==> src/rtl/vga_frame_reader_if.sv <==
// vga_frame_reader_if: memory read-request bus and line-buffer push bus of the frame reader.
// Signals:
//   mem_req/mem_addr/mem_rdy      read request, accepted on mem_req & mem_rdy
//   mem_rvalid/mem_rdata          in-order read return
//   linebuffer_data/vld/rdy       {frame_start, rgb} push, transfer on vld & rdy
// Modports: master = frame reader side, slave = memory / line-buffer side.
`ifndef RGB_SIZE
`define RGB_SIZE 24
`endif
interface vga_frame_reader_if #(
    parameter int ADDR_W = 19
);
    logic                  mem_req;
    logic [ADDR_W-1:0]     mem_addr;
    logic                  mem_rdy;
    logic                  mem_rvalid;
    logic [`RGB_SIZE-1:0]  mem_rdata;
    logic [`RGB_SIZE:0]    linebuffer_data;
    logic                  linebuffer_vld;
    logic                  linebuffer_rdy;
    modport master (
        output mem_req, mem_addr, linebuffer_data, linebuffer_vld,
        input  mem_rdy, mem_rvalid, mem_rdata, linebuffer_rdy
    );
    modport slave (
        input  mem_req, mem_addr, linebuffer_data, linebuffer_vld,
        output mem_rdy, mem_rvalid, mem_rdata, linebuffer_rdy
    );
endinterface

==> src/rtl/vga_frame_reader.sv <==
// vga_frame_reader: framebuffer scan-out engine, reads H_DISP*V_DISP pixels per frame in raster
// order from pixel memory, buffers them in a prefetch FIFO and pushes {frame_start, rgb} words
// to the line buffer.
// Ports:
//   sys_clk     system clock
//   sys_rst     asynchronous active-low reset
//   enable      level, run continuous frame scan-out
//   busy        1 when not IDLE
//   frame_done  1-cycle pulse after the last pixel of a frame is accepted downstream
//   bus         vga_frame_reader_if.master (memory read bus + line-buffer push bus)
`ifndef RGB_SIZE
`define RGB_SIZE 24
`endif
module vga_frame_reader #(
    parameter int H_DISP         = 640,
    parameter int V_DISP         = 480,
    parameter int ADDR_W         = 19,
    parameter int BASE_ADDR      = 0,
    parameter int PREFETCH_DEPTH = 8
) (
    input  logic               sys_clk,
    input  logic               sys_rst,
    input  logic               enable,
    output logic               busy,
    output logic               frame_done,
    vga_frame_reader_if.master bus
);
    localparam int N  = H_DISP * V_DISP;
    localparam int CW = N > 1 ? $clog2(N) : 1;
    localparam int PW = $clog2(PREFETCH_DEPTH);
    localparam logic [CW-1:0]     LAST  = CW'(N - 1);
    localparam logic [PW:0]       DEPTH = (PW + 1)'(PREFETCH_DEPTH);
    localparam logic [ADDR_W-1:0] BASE  = ADDR_W'(BASE_ADDR);
    localparam logic [1:0] IDLE  = 2'd0;
    localparam logic [1:0] FETCH = 2'd1;
    localparam logic [1:0] DRAIN = 2'd2;

    logic [1:0]          state;
    logic [CW-1:0]       req_cnt;
    logic [CW-1:0]       ret_cnt;
    logic [CW-1:0]       out_cnt;
    logic [ADDR_W-1:0]   addr_q;
    logic [PW:0]         outstanding;
    logic [PW:0]         fifo_count;
    logic [PW-1:0]       wr_ptr;
    logic [PW-1:0]       rd_ptr;
    logic [`RGB_SIZE:0]  fifo_mem [PREFETCH_DEPTH];
    logic                accept;
    logic                fifo_wr;
    logic                fifo_rd;

    // Reads in flight plus buffered words never exceed the FIFO size, so every return has a
    // slot and mem_rvalid needs no back-pressure. While a request waits for mem_rdy the sum
    // cannot grow, so a raised mem_req stays raised until accepted.
    assign bus.mem_req         = state == FETCH && outstanding + fifo_count < DEPTH;
    assign bus.mem_addr        = addr_q;
    assign bus.linebuffer_vld  = fifo_count != '0;
    assign bus.linebuffer_data = fifo_mem[rd_ptr];
    assign accept              = bus.mem_req && bus.mem_rdy;
    assign fifo_wr             = bus.mem_rvalid;
    assign fifo_rd             = bus.linebuffer_vld && bus.linebuffer_rdy;
    assign busy                = state != IDLE;

    always_ff @(posedge sys_clk or negedge sys_rst) begin
        if (!sys_rst) begin
            state       <= IDLE;
            req_cnt     <= '0;
            ret_cnt     <= '0;
            out_cnt     <= '0;
            addr_q      <= BASE;
            outstanding <= '0;
            fifo_count  <= '0;
            wr_ptr      <= '0;
            rd_ptr      <= '0;
            frame_done  <= 1'b0;
        end else begin
            // A frame only ends on acceptance of its last request; dropping enable earlier
            // lets the frame finish, keeping it high chains the next frame with no bubble.
            state <= state == IDLE  ? (enable ? FETCH : IDLE)
                   : state == FETCH ? (accept && req_cnt == LAST && !enable ? DRAIN : FETCH)
                   : (outstanding == '0 && fifo_count == '0 && !fifo_rd ? IDLE : DRAIN);
            if (accept) begin
                req_cnt <= req_cnt == LAST ? '0 : req_cnt + 1'b1;
                addr_q  <= req_cnt == LAST ? BASE : addr_q + 1'b1;
            end
            if (fifo_wr) begin
                ret_cnt <= ret_cnt == LAST ? '0 : ret_cnt + 1'b1;
                wr_ptr  <= wr_ptr + 1'b1;
            end
            if (fifo_rd) begin
                out_cnt <= out_cnt == LAST ? '0 : out_cnt + 1'b1;
                rd_ptr  <= rd_ptr + 1'b1;
            end
            outstanding <= outstanding + (PW + 1)'(accept) - (PW + 1)'(fifo_wr);
            fifo_count  <= fifo_count + (PW + 1)'(fifo_wr) - (PW + 1)'(fifo_rd);
            frame_done  <= fifo_rd && out_cnt == LAST;
        end
    end

    // Storage needs no reset: emptiness is defined by the pointers and count alone.
    always_ff @(posedge sys_clk) begin
        if (fifo_wr) fifo_mem[wr_ptr] <= {ret_cnt == '0, bus.mem_rdata};
    end
endmodule

==> src/flat_wrapper.sv <==
// flat-port wrapper written by rule: the top's interface ports become plain ports
module vga_frame_reader_flat 
#(
    parameter int H_DISP         = 640,
    parameter int V_DISP         = 480,
    parameter int ADDR_W         = 19,
    parameter int BASE_ADDR      = 0,
    parameter int PREFETCH_DEPTH = 8
)
  (sys_clk, sys_rst, enable, busy, frame_done, bus_mem_req, bus_mem_addr, bus_linebuffer_data, bus_linebuffer_vld, bus_mem_rdy, bus_mem_rvalid, bus_mem_rdata, bus_linebuffer_rdy);
  vga_frame_reader_if #(.ADDR_W(ADDR_W)) bus_i ();
  input  logic sys_clk;
  input  logic sys_rst;
  input  logic enable;
  output logic busy;
  output logic frame_done;
  output wire logic [$bits(bus_i.mem_req)-1:0] bus_mem_req;
  output wire logic [$bits(bus_i.mem_addr)-1:0] bus_mem_addr;
  output wire logic [$bits(bus_i.linebuffer_data)-1:0] bus_linebuffer_data;
  output wire logic [$bits(bus_i.linebuffer_vld)-1:0] bus_linebuffer_vld;
  input wire logic [$bits(bus_i.mem_rdy)-1:0] bus_mem_rdy;
  input wire logic [$bits(bus_i.mem_rvalid)-1:0] bus_mem_rvalid;
  input wire logic [$bits(bus_i.mem_rdata)-1:0] bus_mem_rdata;
  input wire logic [$bits(bus_i.linebuffer_rdy)-1:0] bus_linebuffer_rdy;
  assign bus_mem_req = bus_i.mem_req;
  assign bus_mem_addr = bus_i.mem_addr;
  assign bus_linebuffer_data = bus_i.linebuffer_data;
  assign bus_linebuffer_vld = bus_i.linebuffer_vld;
  assign bus_i.mem_rdy = bus_mem_rdy;
  assign bus_i.mem_rvalid = bus_mem_rvalid;
  assign bus_i.mem_rdata = bus_mem_rdata;
  assign bus_i.linebuffer_rdy = bus_linebuffer_rdy;
  vga_frame_reader #(.H_DISP(H_DISP), .V_DISP(V_DISP), .ADDR_W(ADDR_W), .BASE_ADDR(BASE_ADDR), .PREFETCH_DEPTH(PREFETCH_DEPTH)) u_core (.sys_clk(sys_clk), .sys_rst(sys_rst), .enable(enable), .busy(busy), .frame_done(frame_done), .bus(bus_i));
endmodule
==> config.mk <==
export PLATFORM = sky130hd
export DESIGN_NAME = vga_frame_reader_flat
export DESIGN_NICKNAME = d
export VERILOG_FILES = /design/src/rtl/vga_frame_reader_if.sv /design/src/rtl/vga_frame_reader.sv /design/src/flat_wrapper.sv
export SDC_FILE = /design/constraint.sdc
export NUM_CORES = 1
export LEC_CHECK = 0
export ABC_AREA = 1
export ABC_CLOCK_PERIOD_IN_PS = 3200
export BUFFER_PORTS_ARGS = -buffer_cell sky130_fd_sc_hd__buf_2
export CAP_MARGIN = 20
export CORE_MARGIN = 2
export CORE_UTILIZATION = 55
export DETAILED_ROUTE_END_ITERATION = 10
export GPL_TIMING_DRIVEN = 0
export PLACE_DENSITY = 0.84
export SYNTH_ARGS = -nofsm -noshare
export SYNTH_HDL_FRONTEND = slang
export SYNTH_SLANG_ARGS = --single-unit
==> constraint.sdc <==
create_clock -name sys_clk -period 3.2 [get_ports sys_clk]
set_input_delay 0.32 -clock sys_clk [delete_from_list [all_inputs] [get_ports sys_clk]]
set_output_delay 0.32 -clock sys_clk [all_outputs]
set_load 0.02 [all_outputs]
Yosys cells after proc, flatten, opt, wreduce, memory -nomap -nowiden
Memory sizes are Yosys's and may differ from the RTL's.
Index checks and enable logic that the tools add are counted.
{"block": "totals", "n_memories": 1, "ram_bits": 200, "ff_bits": 93, "out_inout_bits": 48}
{"name": "u_core.fifo_mem", "words": 8, "word_bits": 25, "read_ports": 1, "rd_clocked_by_memory_dff": 0, "write_ports": 1, "line": "vga_frame_reader.sv:47", "rtl": "logic [`RGB_SIZE:0] fifo_mem [PREFETCH_DEPTH];"}
{"block": "classes", "n_reduce_logical": 16, "n_mux": 11, "n_eq_ne": 4, "addsub": 11, "n_lt_le_gt_ge": 1}
{"operator": "$add 19x1->19 const B", "count": 4}
{"operator": "$mux 19", "count": 4}
{"operator": "$eq 19x19->1 const B", "count": 3}
{"operator": "$logic_not 19->1", "count": 1}
{"operator": "$add 4x1->4", "count": 2}
{"operator": "$logic_and 1x1->1", "count": 8}
{"operator": "$logic_not 4->1", "count": 2}
{"operator": "$mux 2", "count": 4}
{"operator": "$sub 4x1->4", "count": 2}
{"operator": "$add 3x1->3 const B", "count": 2}
{"operator": "$add 4x4->4", "count": 1}
{"operator": "$lt 4x4->1 const B", "count": 1}
{"operator": "$reduce_bool 4->1", "count": 1}
{"operator": "$mux 1", "count": 3}
{"operator": "$eq 2x1->1 const B", "count": 1}
{"operator": "$logic_not 1->1", "count": 2}
{"operator": "$logic_not 2->1", "count": 1}
{"operator": "$reduce_bool 2->1", "count": 1}

Depth between registers and ports, before layout
{"block": "logic_depth", "ltp_word": 9, "ltp_mapped": 13, "depth_no_buf": 12}

Worst setup path after synthesis
No wires, ideal clock.
{"block": "synth_path", "kind": "reg-to-reg", "startpoint": "register u_core.fifo_count[2]", "endpoint": "register u_core.fifo_count[2]", "stages_incl_launch_ff": 13, "slack_ns": 0.844, "synth_period_minus_slack_ns": 2.356, "setup_time_ns": 0.123, "t_arrival_ns": 2.233, "required_time_ns": 3.077, "cell_sequence": "dfrtp_1 inv_1 ha_1 nand3_1 nand2_1 inv_1 buf_2 ha_1 inv_1 ha_1 inv_1 fa_1 xnor2_1"}
{"block": "synth_between", "elab_chain_cells": 3, "elab_cells_between_ends": 4, "classes_between": "2 x add/sub; 2 x reduce/logical"}
{"item": "start, declared", "line": "vga_frame_reader.sv:44", "rtl": "logic [PW:0] fifo_count;"}
{"item": "start signal, assigned", "line": "vga_frame_reader.sv:95", "rtl": "fifo_count <= fifo_count + (PW + 1)'(fifo_wr) - (PW + 1)'(fifo_rd);"}
{"item": "$reduce_bool 4->1", "line": "vga_frame_reader.sv:57", "rtl": "assign bus.linebuffer_vld = fifo_count != '0;"}
{"item": "net bus_linebuffer_vld", "line": "flat_wrapper.sv:20", "rtl": "output wire logic [$bits(bus_i.linebuffer_vld)-1:0] bus_linebuffer_vld;"}
{"item": "$logic_and 1x1->1", "line": "vga_frame_reader.sv:61", "rtl": "assign fifo_rd = bus.linebuffer_vld && bus.linebuffer_rdy;"}
{"item": "net u_core.fifo_rd", "line": "vga_frame_reader.sv:50", "rtl": "logic fifo_rd;"}
{"item": "$sub 4x1->4", "line": "vga_frame_reader.sv:95"}
The timed path passes the listed nets, and every way through them passes these cells.
A chain may end at the register's enable or synchronous reset.

Worst setup path in the final report
{"block": "layout_path", "startpoint": "register u_core.rd_ptr[1]", "endpoint": "output port bus_linebuffer_data[17]"}
{"block": "layout_between", "elab_chain_cells": 1}
{"item": "start, declared", "line": "vga_frame_reader.sv:46", "rtl": "logic [PW-1:0] rd_ptr;"}
{"item": "start signal, assigned", "line": "vga_frame_reader.sv:92", "rtl": "rd_ptr <= rd_ptr + 1'b1;"}
{"item": "$mem_v2 8x25"}
{"item": "end, declared", "line": "flat_wrapper.sv:19", "rtl": "output wire logic [$bits(bus_i.linebuffer_data)-1:0] bus_linebuffer_data;"}
No other way between the ends.

==> flow_summary.ini <==
[cells_and_area]
regArea_sq_um = 8330
area_growth_pct = 14.3
layout.cells.non_filler = 1796
design.final.nets = 1498
post_route_cells_drive_above_1_share_pct = 12.7
multi_input_area_sq_um = 4500
final.fill_count = 1787

[critical_path]
startpoint = u_core.rd_ptr[1]
required_ps = 2880
path_buf_inv = 3
path_class = reg2out
start_kind = flip-flop
crit_family = buffers and inverters
r2r_slack_ps = 710
crit_arrival_ps = 2570
crit_chain = clkbuf_1, clkbuf_1, o21ai_0, o32ai_1, nand2_1, nand2_1, buf_2
max_stage_delay_ps = 450
cp_max_fo = 10
worstReg2RegEnd = u_core.fifo_count[2]
cpMaxStageDelayCell = clkbuf_1
rr_worst_depth = 12
cp-end-kind = primary output
r2r_start = u_core.fifo_count[2]

[clock_network]
clkTransAtPathRegs_ps = 70
htree_levels = 1
clk_latency_ps = 560
post_cts_resized = 0
clockBufferDepth = 3
cts_tree = built
root_buffer = clkbuf_16
cts_made_buffers = 30
cts_setup_buffers = 0
clock-sinks = 293

[floorplanning]
fp.dieW_um = 160
die_h_um = 160
core_area_sq_um = 24200
rows = 57
die_area_sq_um = 25700
ios = 78
initial_core_util_pct = 55.5

[yosys]
yosys.cell_count.top_type = nand2_1
synth_area_per_cell_sq_um = 10.1
synthTopCellsByCount = nand2_1 (270), nor2_1 (248), edfxtp_1 (200)
yosysSeqAreaShare_pct = 62.1
synth_adder_area_share_pct = 2.07
muxShareOfSynthArea_pct = 0
ys_types = 40
synth_top_family_by_area = simple AND/OR/NAND/NOR gates
ys.flop_type = edfxtp_1
synth.top_cell.area_share_pct = 44.7
synth-seq-cells = 293
synth_edf_count = 200
ys_async_sr_fraction_pct = 31.7
synth_cells = 1334
synth_area_sq_um = 13400
yosysTopAreaCell = edfxtp_1
synth_xor_area_share_pct = 1.96
synth_area_leaders = edfxtp_1 (45%), dfrtp_1 (17%), nand2_1 (7.5%)
yosysWarnings = 0
synth_compound_area_share_pct = 7.71
syn-num-nets = 1385
yosys.area_share.simple_pct = 21.3

[sta]
slew_violations = 0
post-route-period-util_pct = 90.3
rsz0062_at_grt = false
worst_pin_slew_ps = 974
hold_viol_final = 0
setup_viol = 0
period_needed_ps = 2890
max_freq_ghz = 0.346
max-slew-margin-rel_pct = 34.9
holdWs_ps = 30.5
worst_slack_ps = 310
fin_skew_ps = 13.6

[global_route]
grt_pass1_vias = 10276
grt_max_degree = 56
grt_first_pass_wirelength_um = 50800
antenna_found_initial = 2
grt_use_total_pct = 24.8
grt_overflow = 0

[placement]
portBuffers = 77
place.gp.congestion = 0.897
dp_worst_setup_slack_ps = 707
dp.cells = 1737
hpwl_um = 20200

[hold_path]
hold_depth = 1
hold_path.class = in2reg
hp-start = bus_mem_rdata[6]
min_to = u_core.fifo_mem[7][6]

[routing]
viasPerCell = 5.69
final_antenna_net_count = 0
vias = 10218
wl_per_cell_um = 17.6
dr.pass1.iters = 5
drtIter0Drc = 915
finalWirelength_um = 31700
route.detailed.drc = 0

[status]
outcome = finished clean

[power]
power_leakage_nw = 6.20
vdd_ir_drop_max_mv = 0.710
p_per_area_nw_per_um2 = 879

[job]
maxCapViolations = 0
-- registers in the layout, indices dropped and copies added, names as in the netlist, 3 cells and up --
name and count:
u_core.rd_ptr 3, u_core.out_cnt 19, u_core.bus.mem_addr 19, u_core.ret_cnt 19, u_core.fifo_mem 200, u_core.wr_ptr 3
u_core.fifo_count 4, u_core.req_cnt 19, u_core.outstanding 4
-- what timing repair did --
item / in CTS / in global routing
setup endpoints to repair: 0 / 0
hold buffers: 2 / 0
hold endpoints to repair: 39 / 0
-- routing by layer --
metal,GRT usage [%],vias to the layer above,wire (um)
li1,-,4806,-
met1,31.7,4892,12500
met2,42.9,442,15600
met3,4.13,78,2580
met4,9.01,0,971
met5,0,-,0
-- stage by stage --
| step | setup TNS [ps] | utilization, % | area (sq um) | total power, mW |
|---|---|---|---|---|
| after floorplan | 0 | - | 13400 | 8.30 |
| after global placement | -25100 | 58.8 | 14200 | 9.64 |
| after detailed placement | 0 | 59.2 | 14300 | 9.88 |
| after CTS | 0 | 63.5 | 15300 | 13.5 |
| after global routing | 0 | 63.5 | 15300 | 14.2 |
| final | 0 | 63.5 | 15300 | 13.5 |
-- cell families after synthesis --
logic type      after synthesis
simple gates                671
flops                       293
compound gates              165
buf+inv                     154
xor+xnor                     30
fa+ha+maj                    21
-- worst max-delay path by stage --
| stage | end | cells after the start |
|---|---|---|
| 3_3_place_gp | u_core.fifo_mem[5][6] | 4 |
| 2_1_floorplan | u_core.fifo_count[2] | 12 |
| 4_1_cts | bus_linebuffer_data[17] | 7 |
| 3_5_place_dp | u_core.fifo_count[2] | 12 |
| 6_report | bus_linebuffer_data[17] | 7 |
| 5_1_grt | bus_linebuffer_data[17] | 7 |
-- final cells by class --
cell class / instances / share of cell area (%)
diodes: 2 / 0.0326
well taps: 324 / 2.64
plain buffers: 51 / 1.74
multi-input cells: 887 / 29.3
inverters: 103 / 2.52
repair buffers: 81 / 2.87
clock buffers: 37 / 5.06
clock inverters: 18 / 1.52
flip-flops and latches: 293 / 54.3
-- cell usage in the layout (no fill, tap or decap), types with 2 or more instances in the layout --
master and count:
xor2_1 22, nor2_1 240, inv_1 99, nand3_2 3, nor3_1 21, xnor2_1 8
o21ai_1 25, nand3_1 74, buf_4 6, dlygate4sd3_1 2, nor3_4 2, nand2_2 6
clkbuf_16 30, buf_6 5, o31ai_1 2, fa_1 2, nor3_2 3, ha_1 19
nor2_4 10, o21ai_0 69, buf_2 92, a21oi_1 14, bufinv_16 5, clkinvlp_4 3
nand4_1 28, diode_2 2, o21bai_1 2, nand2_1 270, o32ai_1 50, nor4_1 3
clkinv_1 5, clkinv_2 4, dfrtp_1 93, nor2_2 4, buf_1 3, or2_2 3
edfxtp_1 200, inv_2 3, clkbuf_1 30
-- power breakdown --
group,switching (mW),internal [mW]
clock network,1.45,2.13
registers,0.485,4.71
logic,3.24,1.48
total,5.17,8.32
(Power assumes the default switching activity.)
